$ cat src/rtl/mux8_rr_arbiter.sv
// mux8_rr_arbiter: round-robin arbiter driving the 3-bit select of a shared 8:1 mux lane,
// with lock-based multi-cycle ownership bounded by MAX_HOLD while others wait.
module mux8_rr_arbiter #(
    parameter int MAX_HOLD = 4,
    parameter int HC_W     = 3
) (
    input  logic       clk,
    input  logic       rst,
    input  logic       en,
    input  logic [7:0] req,
    input  logic [7:0] lock,
    output logic [7:0] gnt,
    output logic [2:0] sel,
    output logic       gnt_valid
);
    typedef enum logic {IDLE, GRANT} state_t;

    state_t          state_q, state_d;
    logic [2:0]      ptr_q, ptr_d, sel_q, sel_d, off, win;
    logic [7:0]      gnt_q, gnt_d, rot;
    logic [15:0]     dbl;
    logic [HC_W-1:0] hold_q, hold_d;
    logic            hold_max, keep;

    always_comb begin
        // rot[i] is the request at search position i, so the lowest set bit wins
        dbl      = {req, req} >> ptr_q;
        rot      = dbl[7:0];
        off      = 3'd0;
        for (int i = 7; i >= 0; i--) if (rot[i]) off = 3'(i);
        win      = ptr_q + off;
        hold_max = hold_q == HC_W'(MAX_HOLD - 1);
        keep     = state_q == GRANT && |(gnt_q & req & lock) && !(en && |(req & ~gnt_q) && hold_max);
        state_d  = state_q;
        ptr_d    = ptr_q;
        sel_d    = sel_q;
        gnt_d    = gnt_q;
        hold_d   = hold_q;
        if (keep) begin
            hold_d = hold_max ? hold_q : hold_q + 1'b1;
        end else if (en && |req) begin
            state_d = GRANT;
            gnt_d   = 8'b1 << win;
            sel_d   = win;
            hold_d  = '0;
            ptr_d   = win + 3'd1;
        end else begin
            state_d = IDLE;
            gnt_d   = 8'd0;
        end
    end

    always_ff @(posedge clk) begin
        if (rst) begin
            state_q <= IDLE;
            ptr_q   <= 3'd0;
            sel_q   <= 3'd0;
            gnt_q   <= 8'd0;
            hold_q  <= '0;
        end else begin
            state_q <= state_d;
            ptr_q   <= ptr_d;
            sel_q   <= sel_d;
            gnt_q   <= gnt_d;
            hold_q  <= hold_d;
        end
    end

    assign gnt       = gnt_q;
    assign sel       = sel_q;
    assign gnt_valid = state_q == GRANT;
endmodule

$ cat config.mk
export PLATFORM = sky130hd
export DESIGN_NAME = mux8_rr_arbiter
export DESIGN_NICKNAME = d
export VERILOG_FILES = /design/src/rtl/mux8_rr_arbiter.sv
export SDC_FILE = /design/constraint.sdc
export NUM_CORES = 1
export LEC_CHECK = 0
export ABC_AREA = 1
export CAP_MARGIN = 20
export CORE_AREA = 2 2 60 62
export CTS_CLUSTER_DIAMETER = 30
export DETAILED_ROUTE_END_ITERATION = 8
export DIE_AREA = 0 0 62 64
export PLACE_DENSITY = 0.84
export RECOVER_POWER = 100
export SLEW_MARGIN = 20
export SYNTH_ARGS = -nofsm -noshare
export SYNTH_HDL_FRONTEND = slang
export SYNTH_SLANG_ARGS = --single-unit
$ cat constraint.sdc
create_clock -name clk -period 3 [get_ports clk]
set_input_delay 0.6 -clock clk [delete_from_list [all_inputs] [get_ports clk]]
set_output_delay 0.6 -clock clk [all_outputs]
set_load 0.03 [all_outputs]
Yosys cells after proc, flatten, opt, wreduce, memory -nomap -nowiden
Cells that the tools add are included.
{"block": "classes", "n_addsub": 3, "mul": 0, "div": 0, "magnitude_cmp": 0, "eq_ne": 2, "shift": 2, "muxes": 13, "n_bitwise": 5, "reduce_logical": 12}
{"op": "$mux W3", "count": 11}
{"op": "$and A8 B8 Y8", "count": 3}
{"op": "$reduce_or A8 Y1", "count": 3}
{"op": "$shr A16 B3 Y8", "count": 1}
{"op": "$mux W8", "count": 1}
{"op": "$not A8 Y8", "count": 1}
{"op": "$shl A1 B3 Y8 const A", "count": 1}
{"op": "$add A3 B1 Y3 const B", "count": 2}
{"op": "$logic_and A1 B1 Y1", "count": 5}
{"op": "$reduce_and A2 Y1", "count": 2}
{"op": "$add A3 B3 Y3", "count": 1}
{"op": "$eq A3 B2 Y1 const B", "count": 1}
{"op": "$ne A2 B2 Y1 const B", "count": 1}
{"op": "$reduce_bool A2 Y1", "count": 1}
{"op": "$logic_not A1 Y1", "count": 1}
{"op": "$mux W1", "count": 1}
{"op": "$not A1 Y1", "count": 1}
{"block": "word_totals", "reg_bits": 18, "latchBits": 0, "mem_bits_rw": 0, "mem_bits_ro": 0, "in_bits": 19, "output_inout_bits": 12, "elab_cells": 42, "n_memories": 0}

Logic depth before layout (Yosys ltp)
Gate-level depths: netlist (run 1).
{"block": "logic_depth", "depth_word": 12, "mapped_depth": 21, "ltp_nobuf": 20}

Worst setup path before layout (run 1)
Ideal clock, no wire load.
{"block": "synth_timing", "kind": "input to register", "from": "input port req[2]", "to": "register ptr_q[2]", "setup_ps": 120, "t_arrival_ps": 2838, "required_ps": 2880, "path_slack_ps": 42, "cell_stages": 19, "n_path_buf": 0, "path_cell_list": "nand2_1 nand3_2 nand3_1 nand2_1 a31oi_1 o21ai_0 nand2_1 a21boi_0 ha_1 inv_1 fa_1 xor2_1 inv_1 nand3_2 nand2_4 inv_2 ha_1 o21ai_0 a21oi_1"}
{"block": "synth_between", "elab_chain_len": 11, "elab_cells_between_ends": 25, "classes_between": "add/sub: 2; shift: 1; mux: 8; bitwise: 4; reduce/logical: 10"}
{"element": "start, declared", "line": "10", "source": "input logic [7:0] req,"}
{"element": "$shr A16 B3 Y8", "line": "27", "source": "dbl = {req, req} >> ptr_q;"}
{"element": "$mux W3 (8 in a row)", "line": "30", "source": "for (int i = 7; i >= 0; i--) if (rot[i]) off = 3'(i);"}
{"element": "$add A3 B3 Y3", "line": "31", "source": "win = ptr_q + off;"}
{"element": "$add A3 B1 Y3", "line": "46", "source": "ptr_d = win + 3'd1;"}
{"element": "end signal, assigned", "line": "62", "source": "ptr_q <= ptr_d;"}
{"element": "end, declared", "line": "19", "source": "logic [2:0] ptr_q, ptr_d, sel_q, sel_d, off, win;"}
Parallel ways exist; a longest one is shown, timed or not.
A chain may end at the register's enable or synchronous reset.

Worst setup path after layout (run 1)
{"block": "layout_timing", "from": "register ptr_q[0]", "to": "register ptr_q[2]"}
{"block": "layout_between", "elab_chain_len": 11}
{"element": "$shr A16 B3 Y8", "line": "27"}
{"element": "$mux W3 (8 in a row)", "line": "30"}
{"element": "$add A3 B3 Y3 (*)", "line": "31"}
{"element": "$add A3 B1 Y3 (*)", "line": "46"}
Mark *: on every way between the ends. The rest lies on a longest branch, timed or not.

==> results of run 1 <==
-- worst max-delay path by stage --
stage	from	end	slack, ns	cells after the start
6_report	ptr_q[0]$_SDFFE_PP0P_	ptr_q[2]$_SDFFE_PP0P_	0.12	20
5_1_grt	ptr_q[0]$_SDFFE_PP0P_	ptr_q[2]$_SDFFE_PP0P_	-0.08	20
4_1_cts	req[4]	ptr_q[2]$_SDFFE_PP0P_	0.005	20
3_5_place_dp	req[0]	ptr_q[2]$_SDFFE_PP0P_	-0.64	20
3_3_place_gp	req[0]	ptr_q[2]$_SDFFE_PP0P_	-0.55	20
2_1_floorplan	req[2]	ptr_q[2]$_SDFFE_PP0P_	0.04	19
-- synthesized netlist by cell type, drive strengths merged (2+ instances only) --
cell,n,area (sq um)
nand2,76,338
nand3,33,200
inv,26,105
a21oi,18,97.6
dfxtp,18,360
nor2,13,73.8
o21ai,11,55.1
ha,8,100
buf,5,45.0
nand4,4,25.0
nor4,2,12.5
-- cell type report --
type	count	area (sq um)	area share
flip-flops and latches	18	367	0.155
repair buffers	72	612	0.258
inverters	26	115	0.0486
repair inverters	1	8.76	0.00370
multi-input cells	172	1170	0.495
clock buffers	4	36.3	0.0153
well taps	46	57.6	0.0243
-- through the flow --
stage               TNS (ns)   util  setup WS (ns)
floorplan                  0      -         0.0423
global placement       -3.88  0.613         -0.553
detailed placement     -4.52  0.613         -0.638
CTS                        0  0.648        0.00472
global route          -0.251  0.721        -0.0777
finish                     0  0.721          0.123
-- critical path: cells and delay by family, from the launching register on --
| kind | cells | cell delay (ns) |
|---|---|---|
| AND/OR/NAND/NOR | 7 | 0.59 |
| flip-flops | 1 | 0.45 |
| AO/OA/AOI/OAI | 5 | 0.44 |
| adder cells (fa/ha/maj) | 3 | 0.71 |
| XOR/XNOR | 1 | 0.16 |
| buffers and inverters | 4 | 0.41 |
-- flip-flops by register name, indices dropped and copies added (netlist names) --
signal	count
gnt_valid	1
sel	3
ptr_q	3
hold_q	3
gnt	8
-- routing by layer --
metal | vias to the layer above | wire, um | track usage
met5 | - | 0 | 0
met4 | 0 | 167 | 0.117
met3 | 19 | 237 | 0.0243
met2 | 67 | 2530 | 0.366
met1 | 818 | 2010 | 0.268
li1 | 869 | - | -
-- report_power, final --
group          switching, mW  internal, mW  total [mW]
clock                 0.0779        0.0741       0.152
combinational           1.04         0.930        1.97
sequential            0.0870         0.306       0.393
-- kinds of logic after synthesis --
family | synth area share
xor gates and xnor gates | 0.00593
buffers and inverters | 0.104
AOI/OAI and AO/OA | 0.118
DFF | 0.244
adders and majority gates | 0.0813
and+or+nand+nor | 0.447
-- timing repair --
item,4_1_cts,5_1_grt
resized for setup,22,64
gates cloned,0,1
buffers inserted,6,6
setup endpoints to repair,11,11
pin swaps,14,19
==> results by group, run 1 <==
Run status
  – Outcome: finished, final reports clean

Drt
  – Initial DRT Pass Iterations: 4
  – Vias per inst: 5.23
  – Total vias in the final route: 1,773
  – Post-DRT Antenna Nets: 0
  – 1st-iter DRT viols: 168
  – Final wirelength: 4940 um
  – Wirelength per Cell: 14.6 um
  – Remaining DRCs: 0

Timing
  – Min cycle time layout: 2.88 ns
  – Least-Margin Pin Slew: 0.790 ns
  – Pins Over Slew Limit: 0
  – Fmax: 348 MHz
  – Final hold vios: 0
  – WHS: 0.465 ns
  – Period utilization: 0.959
  – Worst Skew: 0.00162 ns
  – Max-slew headroom: 0.472
  – Endpoints failing setup: 0

Yosys
  – Sequential-to-total area share from yosys stat: 0.244
  – Number of synthesized flops with an enable pin: 0
  – Post-Syn Instances: 222
  – Netlist cell types: 30
  – Top FF cell, synth: dfxtp_1
  – Syn avg cell area: 6.66 sq um
  – Fraction of registers with async set/reset: 0
  – Number of synthesized register bits: 18
  – Synthesized Nets: 250
  – Synthesized area: 1480 sq um
  – Synth Warn #: 0

Critical path
  – CP cell instances: buf_4 > nand2_2 > nand3_1 > nand3_1 > nand2_2 > a31oi_4 > o21ai_2 > nand2_1 > a21boi_2 > ha_2 > inv_1 > fa_2 > xor2_2 > buf_4 > nand2_4 > nand2_4 > inv_4 > ha_4 > o21ai_2 > a21oi_1
  – Required time of the critical path: 3.19 ns
  – Critical path launch point type: flop
  – RR Startpoint: ptr_q[0]$_SDFFE_PP0P_
  – Flop-to-flop setup slack: 0.12 ns
  – CP Capture Type: flop
  – Crit path max fanout: 6
  – CP peak stage delay: 0.45 ns
  – Worst path slowest cell: dfxtp_4
  – Worst endpoint data arrival time: 3.07 ns
  – R2R cell count: 20
  – Critical path type: flop to flop
  – R2R Path End: ptr_q[2]$_SDFFE_PP0P_

Cells and area
  – Final std cells w/o fill: 339
  – Finished Cell Area: 2370 sq um
  – Filler cells: 256
  – Most frequent cells in the layout: nand2_1, buf_4, inv_1, nand2_2, nand3_2
  – Final antenna diode count: 0
  – Fin nets: 322
  – Area growth from synthesis to layout: 60.2%
  – Share of post-route cells with drive strength above 1: 0.427
  – Most common cell after layout, fill and taps aside: nand2_1

Clock tree
  – TritonCTS clock tree: built
  – CTS Buf Count: 3
  – Clk slew on worst S/H paths: 0.10 ns
  – Clk Latency, worst-skew pair: 0.30 ns
  – H-tree levels: 1
  – Post-CTS Hold Buffers: 0
  – Clk buf depth: 2
  – CTS root buffer: clkbuf_4
  – CTS Sinks: 18

Die
  – Top-level port count: 31
  – Core Area: 3280 sq um
  – DIE AREA: 3970 sq um
  – Row count: 21
  – Die W: 62 um
  – Die Ht: 64 um
  – Initial core utilization: 0.450

Global routing
  – Remaining Overflow, GRT: 0
  – Number of global-route vias before repair: 1,676
  – Largest net degree at the start of global routing: 14
  – GR Util All Layers: 0.220
  – Initial antenna violation count: 0
  – First-pass GRT wire length: 6720 um

Min path
  – WHS Path Cells: 1
  – HP Start: hold_q[0]$_SDFFE_PP0P_
  – Worst Hold End: hold_q[0]$_SDFFE_PP0P_
  – Hold Path Class: flop to flop

Pwr
  – Peak supply drop: 0.708 mV
  – Power Density: 1060 nW/um^2
  – Total Power: 2.52 mW
  – Static leakage: 1.09 nW

Placement
  – Inst Count DP: 322
  – Post-DP HPWL: 3020 um
  – Routability-driven placement congestion ratio: 0.944
  – Area post-placement: 2010 sq um
  – Port bufs: 30

Run
  – Max_cap viols: 0
No activity file was read; power rests on OpenSTA's default activity.
==> run 2, diff against run 1 <==
Settings changed: CELL_PAD_IN_SITES_DETAIL_PLACEMENT set to 2, CELL_PAD_IN_SITES_GLOBAL_PLACEMENT set to 2, CORE_AREA 2 2 60 62 to 2 2 80 82, DIE_AREA 0 0 62 64 to 0 0 82 84, GPL_TIMING_DRIVEN set to 0, PLACE_DENSITY 0.84 to 0.86.
==> results by group, run 2 (synthesis gave the netlist of run 1 again) <==
Run status
  – Outcome: finished, final reports clean

Global routing
  – Initial antenna violation count: 0
  – GR Util All Layers: 0.183
  – Remaining Overflow, GRT: 0
  – First-pass GRT wire length: 9630 um
  – Largest net degree at the start of global routing: 11
  – Number of global-route vias before repair: 1,939

Timing
  – Endpoints failing setup: 0
  – Setup TNS: 0 ns
  – Pins Over Slew Limit: 0
  – WHS: 0.466 ns
  – RSZ-0062 raised after global routing: yes
  – Setup ws final: 0.0282 ns
  – Min cycle time layout: 2.97 ns
  – Fmax: 336 MHz
  – Worst Skew: 0.00349 ns
  – Final hold vios: 0
  – Least-Margin Pin Slew: 0.658 ns
  – Max-slew headroom: 0.561
  – Period utilization: 0.991

Die
  – DIE AREA: 6890 sq um
  – Top-level port count: 31
  – Initial core utilization: 0.242
  – Die W: 82 um
  – Row count: 29
  – Die Ht: 84 um
  – Core Area: 6100 sq um

Clock tree
  – Clk slew on worst S/H paths: 0.07 ns
  – Clk buf depth: 2
  – CTS Buf Count: 3
  – Clk Latency, worst-skew pair: 0.27 ns
  – H-tree levels: 1
  – CTS root buffer: clkbuf_8
  – CTS Sinks: 18
  – TritonCTS clock tree: built
  – Post-CTS Hold Buffers: 0

Cells and area
  – Most frequent cells in the layout: nand2_1, nand2_2, inv_1, dfxtp_1, nand3_2
  – Most common cell after layout, fill and taps aside: nand2_1
  – Area growth from synthesis to layout: 53.0%
  – Fin nets: 298
  – Share of post-route cells with drive strength above 1: 0.379
  – Finished Cell Area: 2260 sq um
  – Final antenna diode count: 0
  – Max reg flops: 8
  – Filler cells: 699

Critical path
  – Worst endpoint data arrival time: 3.17 ns
  – CP Capture Type: flop
  – R2R cell count: 20
  – Critical path launch point type: flop
  – Critical path type: flop to flop
  – Required time of the critical path: 3.20 ns
  – Crit path max fanout: 6

Placement
  – Routability-driven placement congestion ratio: 0.729
  – Post-DP HPWL: 4200 um
  – Port bufs: 30
  – Place WS: -1.14 ns
  – Area post-placement: 1870 sq um

Min path
  – Hold Path Class: flop to flop
  – WHS Path Cells: 2

Pwr
  – Static leakage: 0.967 nW
  – Power Density: 1070 nW/um^2
  – Peak supply drop: 0.351 mV

Drt
  – Vias per inst: 4.93
  – Final wirelength: 6500 um
  – Post-DRT Antenna Nets: 0
  – Initial DRT Pass Iterations: 4
  – Wirelength per Cell: 18.8 um
  – Total vias in the final route: 1,705
  – Remaining DRCs: 0
  – 1st-iter DRT viols: 69

Run
  – Max_cap viols: 0
run 2: cell type report:
cell class,count,area (sq um),area share
plain buffers,6,53.8,0.0238
inverters,26,118,0.0520
repair inverters,1,6.26,0.00277
repair buffers,42,360,0.159
clock buffers,4,55.1,0.0243
flip-flops and latches,18,364,0.161
multi-input cells,172,1210,0.534
well taps,77,96.3,0.0426
run 2: critical path: stages, from the launching register on:
cell,delay (ns)
dfxtp_4,0.38
buf_12,0.15
clkinv_8,0.09
nand2_2,0.11
nand3_4,0.10
nand3_4,0.11
a31oi_4,0.08
o21ai_1,0.12
nand2_1,0.07
a21boi_2,0.15
ha_2,0.20
inv_2,0.04
fa_2,0.38
xor2_4,0.18
inv_2,0.08
nand3_4,0.10
nand2_4,0.10
inv_4,0.04
ha_4,0.27
o21ai_2,0.05
a21oi_1,0.11
run 2: worst paths after layout:
kind                           from                endpoint  slack (ns)
max reg2reg   ptr_q[0]$_SDFFE_PP0P_   ptr_q[2]$_SDFFE_PP0P_        0.03
max           ptr_q[0]$_SDFFE_PP0P_   ptr_q[2]$_SDFFE_PP0P_        0.03
min          hold_q[2]$_SDFFE_PP0P_  hold_q[2]$_SDFFE_PP0P_        0.47
min reg2reg  hold_q[2]$_SDFFE_PP0P_  hold_q[2]$_SDFFE_PP0P_        0.47
run 2: stage by stage:
stage / instances / util / total power [mW]
after floorplan: 222 / - / 1.25
after global placement: 329 / 0.307 / 1.57
after detailed placement: 329 / 0.307 / 1.64
after CTS: 341 / 0.336 / 2.12
after global routing: 346 / 0.371 / 2.63
final: 346 / 0.371 / 2.43
run 2: power breakdown:
part	internal (mW)	total [mW]	leakage [nW]	switching, mW
Combinational	0.732	1.86	0.791	1.12
Sequential	0.303	0.360	0.148	0.0566
Clock	0.117	0.211	0.0288	0.0935
run 2: repair_timing:
| item | 4_1_cts | 5_1_grt |
|---|---|---|
| endpoints found under the setup margin | 12 | 10 |
| pin swaps | 9 | 10 |
| gates cloned | 2 | 0 |
| resized for setup | 60 | 35 |
| setup buffers | 6 | 6 |
run 2: per-layer routing:
metal	share of wire	global-route usage	wire (um)	up-vias
met4	0.020	0.0591	129	0
met3	0.027	0.0162	174	11
met5	0	0	0	-
li1	-	-	-	818
met1	0.42	0.214	2730	842
met2	0.53	0.339	3470	34
